### config.mk
export PLATFORM = sky130hd
export DESIGN_NAME = pipe_hazard_ctrl
export DESIGN_NICKNAME = d
export VERILOG_FILES = /design/src/rtl/pipe_hazard_ctrl.sv
export SDC_FILE = /design/constraint.sdc
export NUM_CORES = 1
export LEC_CHECK = 0
export CAP_MARGIN = 20
export CORE_AREA = 2 2 75 77
export DETAILED_ROUTE_END_ITERATION = 12
export DIE_AREA = 0 0 77 79
export GPL_ROUTABILITY_DRIVEN = 0
export PLACE_DENSITY = 0.78
export REMOVE_ABC_BUFFERS = 1
export SLEW_MARGIN = 20
export SYNTH_ARGS = -nofsm -noshare
export SYNTH_HDL_FRONTEND = slang
export SYNTH_SLANG_ARGS = --single-unit
### constraint.sdc
create_clock -name clk -period 2.35 [get_ports clk]
set_clock_uncertainty 0.05 [all_clocks]
set_input_delay 0.47 -clock clk [delete_from_list [all_inputs] [get_ports clk]]
set_output_delay 0.47 -clock clk [all_outputs]
set_load 0.01 [all_outputs]
### src/rtl/pipe_hazard_ctrl.sv
// Stall/flush/halt sequencer for a 5-stage pipeline: hazard priority, drain/halt
// handshake, saturating performance counters and a sticky data-memory timeout flag.
module pipe_hazard_ctrl #(
  parameter int MEM_TIMEOUT = 255,
  parameter int DRAIN_DEPTH = 4,
  parameter int CNT_W       = 16
) (
  input  logic             clk,
  input  logic             rst_n,
  input  logic [4:0]       id_rs,
  input  logic [4:0]       id_rt,
  input  logic             id_uses_rt,
  input  logic             ex_memread,
  input  logic [4:0]       ex_rd,
  input  logic             branch_taken,
  input  logic             dmem_req,
  input  logic             dmem_ready,
  input  logic             halt_req,
  output logic             pc_we,
  output logic             ifid_we,
  output logic             ifid_flush,
  output logic             idex_we,
  output logic             idex_flush,
  output logic             exmem_we,
  output logic             memwb_we,
  output logic             halt_ack,
  output logic             timeout_err,
  output logic [CNT_W-1:0] stall_cycles,
  output logic [CNT_W-1:0] flush_count
);

  localparam logic [1:0] S_RUN    = 2'd0;
  localparam logic [1:0] S_DRAIN  = 2'd1;
  localparam logic [1:0] S_HALTED = 2'd2;

  localparam int WAIT_W  = $clog2(MEM_TIMEOUT + 1);
  localparam int DRAIN_W = $clog2(DRAIN_DEPTH + 1);

  localparam logic [WAIT_W-1:0]  WAIT_LAST  = WAIT_W'(MEM_TIMEOUT - 1);
  localparam logic [WAIT_W-1:0]  WAIT_MAX   = WAIT_W'(MEM_TIMEOUT);
  localparam logic [DRAIN_W-1:0] DRAIN_LAST = DRAIN_W'(DRAIN_DEPTH - 1);

  logic [1:0]         r_state;
  logic [1:0]         w_next_state;
  logic [WAIT_W-1:0]  r_wait_cnt;
  logic [DRAIN_W-1:0] r_drain_cnt;
  logic               r_halt_ack;
  logic               r_timeout_err;
  logic [CNT_W-1:0]   r_stall_cycles;
  logic [CNT_W-1:0]   r_flush_count;

  logic w_mem_stall;
  logic w_load_use;
  logic w_advance;
  logic w_count_stall;
  logic w_count_flush;
  logic w_pc_we, w_ifid_we, w_ifid_flush, w_idex_we, w_idex_flush, w_exmem_we, w_memwb_we;

  assign w_mem_stall = dmem_req & ~dmem_ready;
  assign w_load_use  = ex_memread & (ex_rd != 5'd0) &
                       ((ex_rd == id_rs) | (id_uses_rt & (ex_rd == id_rt)));

  // Per-cycle stage control: memory wait beats branch beats load-use.
  always_comb begin
    // NOTE: every comb output gets a default first so no path can infer a latch.
    w_pc_we       = 1'b0;
    w_ifid_we     = 1'b0;
    w_ifid_flush  = 1'b0;
    w_idex_we     = 1'b0;
    w_idex_flush  = 1'b0;
    w_exmem_we    = 1'b0;
    w_memwb_we    = 1'b0;
    w_advance     = 1'b0;
    w_count_stall = 1'b0;
    w_count_flush = 1'b0;

    if (r_state == S_HALTED) begin
      w_ifid_we    = 1'b1;
      w_ifid_flush = 1'b1;
      w_idex_we    = 1'b1;
      w_idex_flush = 1'b1;
      w_exmem_we   = 1'b1;
      w_memwb_we   = 1'b1;
    end else begin
      if (w_mem_stall) begin
        w_count_stall = 1'b1;
      end else if (branch_taken) begin
        // The ID instruction is squashed, so a coincident load-use is moot.
        w_pc_we       = 1'b1;
        w_ifid_we     = 1'b1;
        w_ifid_flush  = 1'b1;
        w_idex_we     = 1'b1;
        w_idex_flush  = 1'b1;
        w_exmem_we    = 1'b1;
        w_memwb_we    = 1'b1;
        w_advance     = 1'b1;
        w_count_flush = 1'b1;
      end else if (w_load_use) begin
        w_idex_we     = 1'b1;
        w_idex_flush  = 1'b1;
        w_exmem_we    = 1'b1;
        w_memwb_we    = 1'b1;
        w_count_stall = 1'b1;
      end else begin
        w_pc_we    = 1'b1;
        w_ifid_we  = 1'b1;
        w_idex_we  = 1'b1;
        w_exmem_we = 1'b1;
        w_memwb_we = 1'b1;
        w_advance  = 1'b1;
      end

      // While draining, fetch is stopped and only bubbles enter IF/ID.
      if (r_state == S_DRAIN) begin
        w_pc_we = 1'b0;
        if (w_ifid_we) w_ifid_flush = 1'b1;
      end
    end
  end

  always_comb begin
    w_next_state = S_RUN;
    case (r_state)
      S_RUN:    w_next_state = halt_req ? S_DRAIN : S_RUN;
      S_DRAIN: begin
        if (!halt_req)                                 w_next_state = S_RUN;
        else if (w_advance && r_drain_cnt == DRAIN_LAST) w_next_state = S_HALTED;
        else                                           w_next_state = S_DRAIN;
      end
      S_HALTED: w_next_state = halt_req ? S_HALTED : S_RUN;
      default:  w_next_state = S_RUN;
    endcase
  end

  always_ff @(posedge clk or negedge rst_n) begin
    if (!rst_n) begin
      r_state        <= S_RUN;
      r_drain_cnt    <= '0;
      r_halt_ack     <= 1'b0;
      r_wait_cnt     <= '0;
      r_timeout_err  <= 1'b0;
      r_stall_cycles <= '0;
      r_flush_count  <= '0;
    end else begin
      // NOTE: non-blocking assignments so every register samples pre-edge values.
      r_state    <= w_next_state;
      r_halt_ack <= (w_next_state == S_HALTED);

      if (r_state != S_DRAIN)  r_drain_cnt <= '0;
      else if (w_advance)      r_drain_cnt <= r_drain_cnt + 1'b1;

      if (w_mem_stall) begin
        if (r_wait_cnt != WAIT_MAX)  r_wait_cnt    <= r_wait_cnt + 1'b1;
        if (r_wait_cnt == WAIT_LAST) r_timeout_err <= 1'b1;
      end else begin
        r_wait_cnt <= '0;
      end

      if (w_count_stall && r_stall_cycles != {CNT_W{1'b1}})
        r_stall_cycles <= r_stall_cycles + 1'b1;
      if (w_count_flush && r_flush_count != {CNT_W{1'b1}})
        r_flush_count <= r_flush_count + 1'b1;
    end
  end

  // Enables are forced low for the whole time reset is held, not just at the edge.
  assign pc_we        = rst_n & w_pc_we;
  assign ifid_we      = rst_n & w_ifid_we;
  assign ifid_flush   = rst_n & w_ifid_flush;
  assign idex_we      = rst_n & w_idex_we;
  assign idex_flush   = rst_n & w_idex_flush;
  assign exmem_we     = rst_n & w_exmem_we;
  assign memwb_we     = rst_n & w_memwb_we;
  assign halt_ack     = r_halt_ack;
  assign timeout_err  = r_timeout_err;
  assign stall_cycles = r_stall_cycles;
  assign flush_count  = r_flush_count;

endmodule

==> results of run 1 <==
registers in the layout, summed over array words and instances (netlist names):
signal and cells:
flush_count 16, stall_cycles 16, r_wait_cnt 8, r_drain_cnt 3
r_state 2, halt_ack 1, timeout_err 1
worst reg2reg max path: cells and delay by family, from the launching register on:
family	cells	cell delay (ns)
mux	1	0.34
flops	1	0.44
fa+ha+maj	1	0.22
simple gates	3	0.61
compound gates	1	0.26
repair_timing:
| action | CTS | global route |
|---|---|---|
| setup buffers | 0 | 1 |
| endpoints found under the hold margin | 0 | 0 |
| setup endpoints to repair | 8 | 7 |
| gates resized for setup | 53 | 11 |
| pin swaps | 17 | 6 |
worst min-delay path by stage:
stage / to / slack, ns
global route: stall_cycles[0]$_DFFE_PN0P_ / 0.21
CTS: stall_cycles[0]$_DFFE_PN0P_ / 0.18
detailed placement: timeout_err$_DFFE_PN0P_ / 0.43
global placement: timeout_err$_DFFE_PN0P_ / 0.41
finish: r_state[0]$_DFF_PN0_ / 0.19
floorplan: flush_count[0]$_DFFE_PN0P_ / 0.12
area by class of cell:
class                      instances  area share, %
clock buffer                       6           2.39
inverter                           8          0.870
clock inverter                     2          0.399
multi-input combinational        183           38.0
timing repair buffer              86           21.6
tap                               72           2.61
sequential                        47           34.1
through the flow:
stage | utilization [%] | setup WS, ns | power (mW) | TNS, ns
2_1_floorplan | - | -0.0320 | 1.34 | -0.0320
3_3_place_gp | 62.3 | -0.700 | 1.71 | -6.08
3_5_place_dp | 62.3 | -0.744 | 1.73 | -7.20
4_1_cts | 64.1 | 0.000575 | 2.24 | 0
5_1_grt | 64.7 | -0.00393 | 2.36 | -0.00393
6_report | 64.7 | 0.0600 | 2.23 | 0
per-layer routing:
layer | track usage (%) | share of wire, % | up-vias | wire [um]
met5 | 0 | 0 | - | 0
met4 | 5.71 | 0.93 | 0 | 52
met3 | 3.64 | 4.0 | 6 | 222
met2 | 34.3 | 51 | 39 | 2820
met1 | 25.0 | 45 | 1010 | 2490
li1 | - | - | 1022 | -
power by group through the flow:
stage | logic [mW] | registers [mW] | clock network, mW
final | 0.637 | 1.08 | 0.515
after detailed placement | 0.639 | 1.09 | 0
after floorplan | 0.230 | 1.11 | 0
after global routing | 0.695 | 1.10 | 0.568
after global placement | 0.622 | 1.09 | 0
after CTS | 0.639 | 1.08 | 0.526
cells in the final DEF, fill, tap and decap left out, types with 7 or more instances in the layout:
cell / Yosys / final
sky130_fd_sc_hd__xor2_1: 15 / 15
sky130_fd_sc_hd__dlygate4sd2_1: 0 / 13
sky130_fd_sc_hd__nand4_1: 8 / 8
sky130_fd_sc_hd__buf_4: 2 / 22
sky130_fd_sc_hd__nor3_1: 7 / 7
sky130_fd_sc_hd__nor2_1: 17 / 16
sky130_fd_sc_hd__dfrtp_1: 47 / 47
sky130_fd_sc_hd__and3_1: 8 / 8
sky130_fd_sc_hd__inv_1: 8 / 8
sky130_fd_sc_hd__clkdlybuf4s50_1: 0 / 40
sky130_fd_sc_hd__xnor2_1: 28 / 24
sky130_fd_sc_hd__nand2_1: 16 / 16
sky130_fd_sc_hd__nand3_1: 20 / 19
sky130_fd_sc_hd__buf_2: 1 / 7
logic make-up (layout without fill, tap and decap cells):
| group | Yosys count | count (layout) | synth area share (%) |
|---|---|---|---|
| simple gates | 104 | 104 | 22.7 |
| flops | 47 | 47 | 47.3 |
| compound gates | 27 | 27 | 7.49 |
| xor+xnor | 43 | 43 | 15.1 |
| mux | 3 | 3 | 1.31 |
| fa+ha+maj | 6 | 6 | 3.02 |
| buf+inv | 14 | 102 | 3.07 |
==> results.py, run 1 <==
metrics = {
    "outcome": {
        "status": "finished, final reports clean",
    },
    "floorplanning": {
        "number_of_standard_cell_rows_in_the_floorplan": 27,
        "die_w_um": 77,
        "die_area_um2": 6080,
        "core_region_area_um2": 5340,
        "ioPinCount": 64,
        "initial_core_utilization_pct": 46.6,
        "die_h_um": 79,
    },
    "power": {
        "power-per-cell-area_nw_per_um2": 646,
        "power_leakage_nw": 1.56,
        "power.internal_mw": 1.55,
        "switching_share_pct": 30.6,
        "power.sequential.fraction_pct": 48.3,
        "ir_drop_v": 0.000466,
        "total_switching_power_mw": 0.682,
        "pwr-share-clk_pct": 23.1,
        "power_frac_comb_pct": 28.6,
    },
    "route": {
        "route.detailed.vias_per_inst": 5.14,
        "routed_wl_um": 5580,
        "drtPass1Iterations": 4,
        "vias": 2077,
        "detailedRoute.firstIterationViolations": 93,
        "wl_per_cell_um": 13.8,
        "ant_nets": 0,
        "drc_errors": 0,
    },
    "clocking": {
        "clk_latency_ns": 0.30,
        "ctsHoldBuffers": 0,
        "clkTransAtPathRegs_ns": 0.08,
        "cts_buffers": 5,
        "cts_tree": "done",
        "clk_path_buf_depth": 2,
        "cts_root_buffer": "sky130_fd_sc_hd__clkbuf_8",
        "cts_num_sinks": 47,
        "htree_levels": 2,
    },
    "place": {
        "place_hpwl_um": 4180,
        "portBuffers": 63,
        "dpl-instance-area_um2": 3320,
        "placedCellCount": 395,
    },
    "critical_path": {
        "setup.worst_path.class": "input port to output port",
        "critPathLaunch": "ex_rd[1]",
        "reg_to_reg_setup_timing_slack_ns": 0.32,
        "crit_fanout": 3,
        "rr_worst_depth": 6,
        "r2r-start": "stall_cycles[0]$_DFFE_PN0P_",
        "worstPathCellList": "buf_6 > or4_4 > o21ai_4 > nand2b_4 > a21oi_1 > o21a_1 > buf_2",
        "slowest_delay_ns": 0.53,
        "worst_ep_required_time_ns": 1.83,
        "launching_element_type_of_the_critical_path": "input port",
        "cpLargestDelayFamily": "simple AND/OR/NAND/NOR gates",
        "timing_endpoint_of_the_critical_path": "idex_flush",
        "critPathBufInv": 2,
        "critPathCaptureType": "output port",
        "crit_slowest_cell": "sky130_fd_sc_hd__or4_4",
        "arrival_ns": 1.77,
        "worstSetupPathDepth": 7,
        "rr_endpoint": "stall_cycles[1]$_DFFE_PN0P_",
    },
    "final_layout": {
        "antenna_cells": 0,
        "multiInputGateArea_um2": 1310,
        "share_of_post_route_cells_with_drive_strength_above_1_pct": 17.2,
        "synthToLayoutAreaGrowth_pct": 38.7,
        "design.final.nets": 360,
        "fillers": 449,
        "final_cell_area_um2": 3450,
        "post_layout_nonfiller_instances": 404,
        "layout.area.seq_um2": 1180,
    },
    "logic_synthesis": {
        "async_reset_ff_share_pct": 100,
        "post-synth-top-area-cell": "sky130_fd_sc_hd__dfrtp_1",
        "post_synth_inst_count": 244,
        "dominantRegCellSynth": "sky130_fd_sc_hd__dfrtp_1",
        "synth_commonest_cells": "sky130_fd_sc_hd__dfrtp_1 (47), sky130_fd_sc_hd__xnor2_1 (28), sky130_fd_sc_hd__nand3_1 (20)",
        "synth.area.top_cells": "sky130_fd_sc_hd__dfrtp_1 (47%), sky130_fd_sc_hd__xnor2_1 (9.9%), sky130_fd_sc_hd__xor2_1 (5.3%), sky130_fd_sc_hd__nand3_1 (4.0%), sky130_fd_sc_hd__ha_1 (3.0%)",
        "synth_cell_types": 41,
        "netlist_area_um2": 2490,
        "ys.warnings.count": 0,
        "synth_sequential_area_ratio_pct": 47.3,
        "number_of_flops_mapped_to_enable_cells_by_yosys": 0,
        "netlist.area_leader.share_pct": 47.3,
        "synth_seq_cells": 47,
        "top_count_cell_post_synth": "sky130_fd_sc_hd__dfrtp_1",
        "syn_avg_cell_area_um2": 10.2,
    },
    "grt": {
        "grt_pass1_wl_um": 9600,
        "gr-usage-all-layers_pct": 19.6,
        "antenna_found_initial": 0,
        "via_count_of_the_first_global_routing_pass": 2054,
        "globalRouteOverflowTotal": 0,
        "grt_start_max_net_pins": 30,
    },
    "worst_hold_path": {
        "hold_class": "input port to asynchronous set/reset pin",
    },
    "sta": {
        "hold_viol": 0,
        "worst-slew-pin-transition_ns": 0.419,
        "headroom_to_the_max_slew_limit_pct": 72.0,
        "post-route-min-period_ns": 2.29,
        "final.period_utilization_pct": 97.4,
        "timing_max_transition_violations_final": 0,
        "report.final.setup_viol": 0,
        "clock.fmax_mhz": 437,
        "final_hold_slack_ns": 0.186,
    },
    "flow_run": {
        "cap_violations": 0,
    },
}
Power figures use the tool's default switching activity.
==> run 2, diff against run 1 <==
Settings changed: CORE_AREA 2 2 75 77 to 2 2 79 81, DIE_AREA 0 0 77 79 to 0 0 81 83, PLACE_DENSITY 0.78 to 0.74.
Clock period 2.35 ns to 2 ns, I/O delays scaled along.
==> run 2 against run 1 <==
Effect of this change: first-iteration DRC count decreased by 2.2%; the run now ends with setup timing left; non-clock buffer count is 21 higher; wire length up 8.4%; worst setup slack worse by 0.30 ns; largest cell class unchanged; final cell count grew 5.7%; via count grew 5.7%; sequential power increased by 15%; power rose by 25%; combinational power rose by 34%; sequential share of layout area shrank 2.1 points.
==> results.py, run 2 (same netlist as run 1, synthesis figures left out) <==
metrics = {
    "worst_hold_path": {
        "hold_class": "input port to asynchronous set/reset pin",
    },
    "outcome": {
        "violated_checks": "setup timing",
        "status": "finished, violations left",
    },
    "sta": {
        "report.final.setup_viol": 8,
        "timing_max_transition_violations_final": 0,
        "worst-slew-pin-transition_ns": 0.427,
        "post-route-min-period_ns": 2.24,
        "worst_slack_ns": -0.235,
        "rsz0062_at_grt": "yes",
        "finalSetupTns_ns": -1.35,
        "headroom_to_the_max_slew_limit_pct": 71.6,
        "clock.fmax_mhz": 447,
        "final.period_utilization_pct": 112,
        "hold_viol": 0,
    },
    "final_layout": {
        "post_layout_nonfiller_instances": 427,
        "design.final.nets": 381,
        "share_of_post_route_cells_with_drive_strength_above_1_pct": 23.6,
        "multiInputGateArea_um2": 1350,
        "mostFrequentLayoutCells": "sky130_fd_sc_hd__dfrtp_1 (47), sky130_fd_sc_hd__buf_4 (42), sky130_fd_sc_hd__clkdlybuf4s50_1 (40), sky130_fd_sc_hd__xnor2_1 (24), sky130_fd_sc_hd__nand3_1 (18)",
        "synthToLayoutAreaGrowth_pct": 47.9,
        "layout.area.seq_um2": 1180,
        "layout_commonest_cell": "sky130_fd_sc_hd__dfrtp_1",
        "final_core_utilization_pct": 63.3,
        "fillers": 496,
        "antenna_cells": 0,
    },
    "critical_path": {
        "crit_slowest_cell": "sky130_fd_sc_hd__or4_4",
        "reg_to_reg_setup_timing_slack_ns": 0.15,
        "worst_ep_required_time_ns": 1.55,
        "launching_element_type_of_the_critical_path": "input port",
        "worstPathCellList": "buf_6 > or4_4 > o21ai_4 > nor2_2 > a21oi_4 > and4_1 > buf_2",
        "critPathLaunch": "ex_rd[1]",
        "critPathCaptureType": "output port",
        "rr_endpoint": "flush_count[14]$_DFFE_PN0P_",
        "r2r-start": "flush_count[0]$_DFFE_PN0P_",
        "arrival_ns": 1.79,
        "slowest_delay_ns": 0.54,
        "setup.worst_path.class": "input port to output port",
        "crit_fanout": 4,
        "rr_worst_depth": 7,
    },
    "place": {
        "place_hpwl_um": 4330,
        "placedCellCount": 418,
        "portBuffers": 63,
        "dp_slack_ns": -1.02,
    },
    "clocking": {
        "htree_levels": 2,
        "clkTransAtPathRegs_ns": 0.08,
        "cts_buffers": 5,
        "ctsHoldBuffers": 0,
        "clk_latency_ns": 0.30,
        "cts_root_buffer": "sky130_fd_sc_hd__clkbuf_8",
        "cts_tree": "done",
        "cts_num_sinks": 47,
        "clk_path_buf_depth": 2,
    },
    "route": {
        "detailedRoute.firstIterationViolations": 91,
        "vias": 2196,
        "ant_nets": 0,
        "route.detailed.vias_per_inst": 5.14,
        "routed_wl_um": 6040,
        "wl_per_cell_um": 14.2,
        "drtPass1Iterations": 4,
        "drc_errors": 0,
    },
    "grt": {
        "grt_start_max_net_pins": 35,
        "gr-usage-all-layers_pct": 18.9,
        "antenna_found_initial": 0,
        "grt_pass1_wl_um": 10200,
        "via_count_of_the_first_global_routing_pass": 2233,
        "globalRouteOverflowTotal": 0,
    },
    "floorplanning": {
        "ioPinCount": 64,
        "core_region_area_um2": 5820,
        "number_of_standard_cell_rows_in_the_floorplan": 28,
        "die_h_um": 83,
        "initial_core_utilization_pct": 42.8,
        "die_area_um2": 6720,
        "die_w_um": 81,
    },
    "power": {
        "power_leakage_nw": 1.67,
        "ir_drop_v": 0.000644,
        "power-per-cell-area_nw_per_um2": 756,
    },
    "flow_run": {
        "cap_violations": 0,
    },
}
[run 2: cell count changes in the layout (fill, tap and decap cells not counted), moves of 2 or more]
cell	previous run	this run
sky130_fd_sc_hd__buf_4	22	42
sky130_fd_sc_hd__dlygate4sd2_1	13	6
sky130_fd_sc_hd__clkdlybuf4s15_1	0	5
sky130_fd_sc_hd__clkdlybuf4s15_2	0	3
sky130_fd_sc_hd__buf_6	2	4
sky130_fd_sc_hd__clkbuf_2	2	0
[run 2: critical path: cells and delay by family]
kind | cells | cell delay, ns
compound gates | 2 | 0.32
simple gates | 3 | 0.84
buf+inv | 2 | 0.22
[run 2: worst max-delay path by stage]
stage / endpoint / cells after the start
after floorplan: pc_we / 5
after global placement: ifid_flush / 7
after detailed placement: pc_we / 7
after CTS: pc_we / 7
after global routing: pc_we / 7
final: pc_we / 7
[run 2: what timing repair did]
action / in CTS / in global routing
setup endpoints to repair: 30 / 19
resized for setup: 75 / 8
buffers inserted: 1 / 1
pin swaps: 18 / 7
[run 2: area by class of cell]
cell class              count  share of cell area, %
clock inverters             1                  0.816
repair buffers            107                   25.3
clock buffers               6                   1.97
inverters                   8                  0.816
multi-input cells         183                   36.6
flip-flops and latches     47                   32.0
well taps                  75                   2.55
[run 2: per-layer routing]
metal / vias up / track usage (%) / share of wire, %
met5: - / 0 / 0
met4: 0 / 5.86 / 1.4
met3: 7 / 3.37 / 3.9
met2: 62 / 31.7 / 51
met1: 1061 / 24.5 / 44
li1: 1066 / - / -
[run 2: where the power goes]
group / internal, mW / switching (mW) / total [mW]
Combinational: 0.508 / 0.347 / 0.855
Clock: 0.367 / 0.317 / 0.683
Sequential: 1.09 / 0.154 / 1.24
Total: 1.96 / 0.818 / 2.78
[run 2: per-stage QoR]
step / hold WS, ns / cell area, um^2 / total power [mW]
floorplan: 0.0544 / 2440 / 1.58
global placement: 0.362 / 3480 / 2.07
detailed placement: 0.368 / 3480 / 2.10
CTS: 0.0392 / 3630 / 2.80
global route: 0.0485 / 3680 / 2.93
finish: 0.0410 / 3680 / 2.78
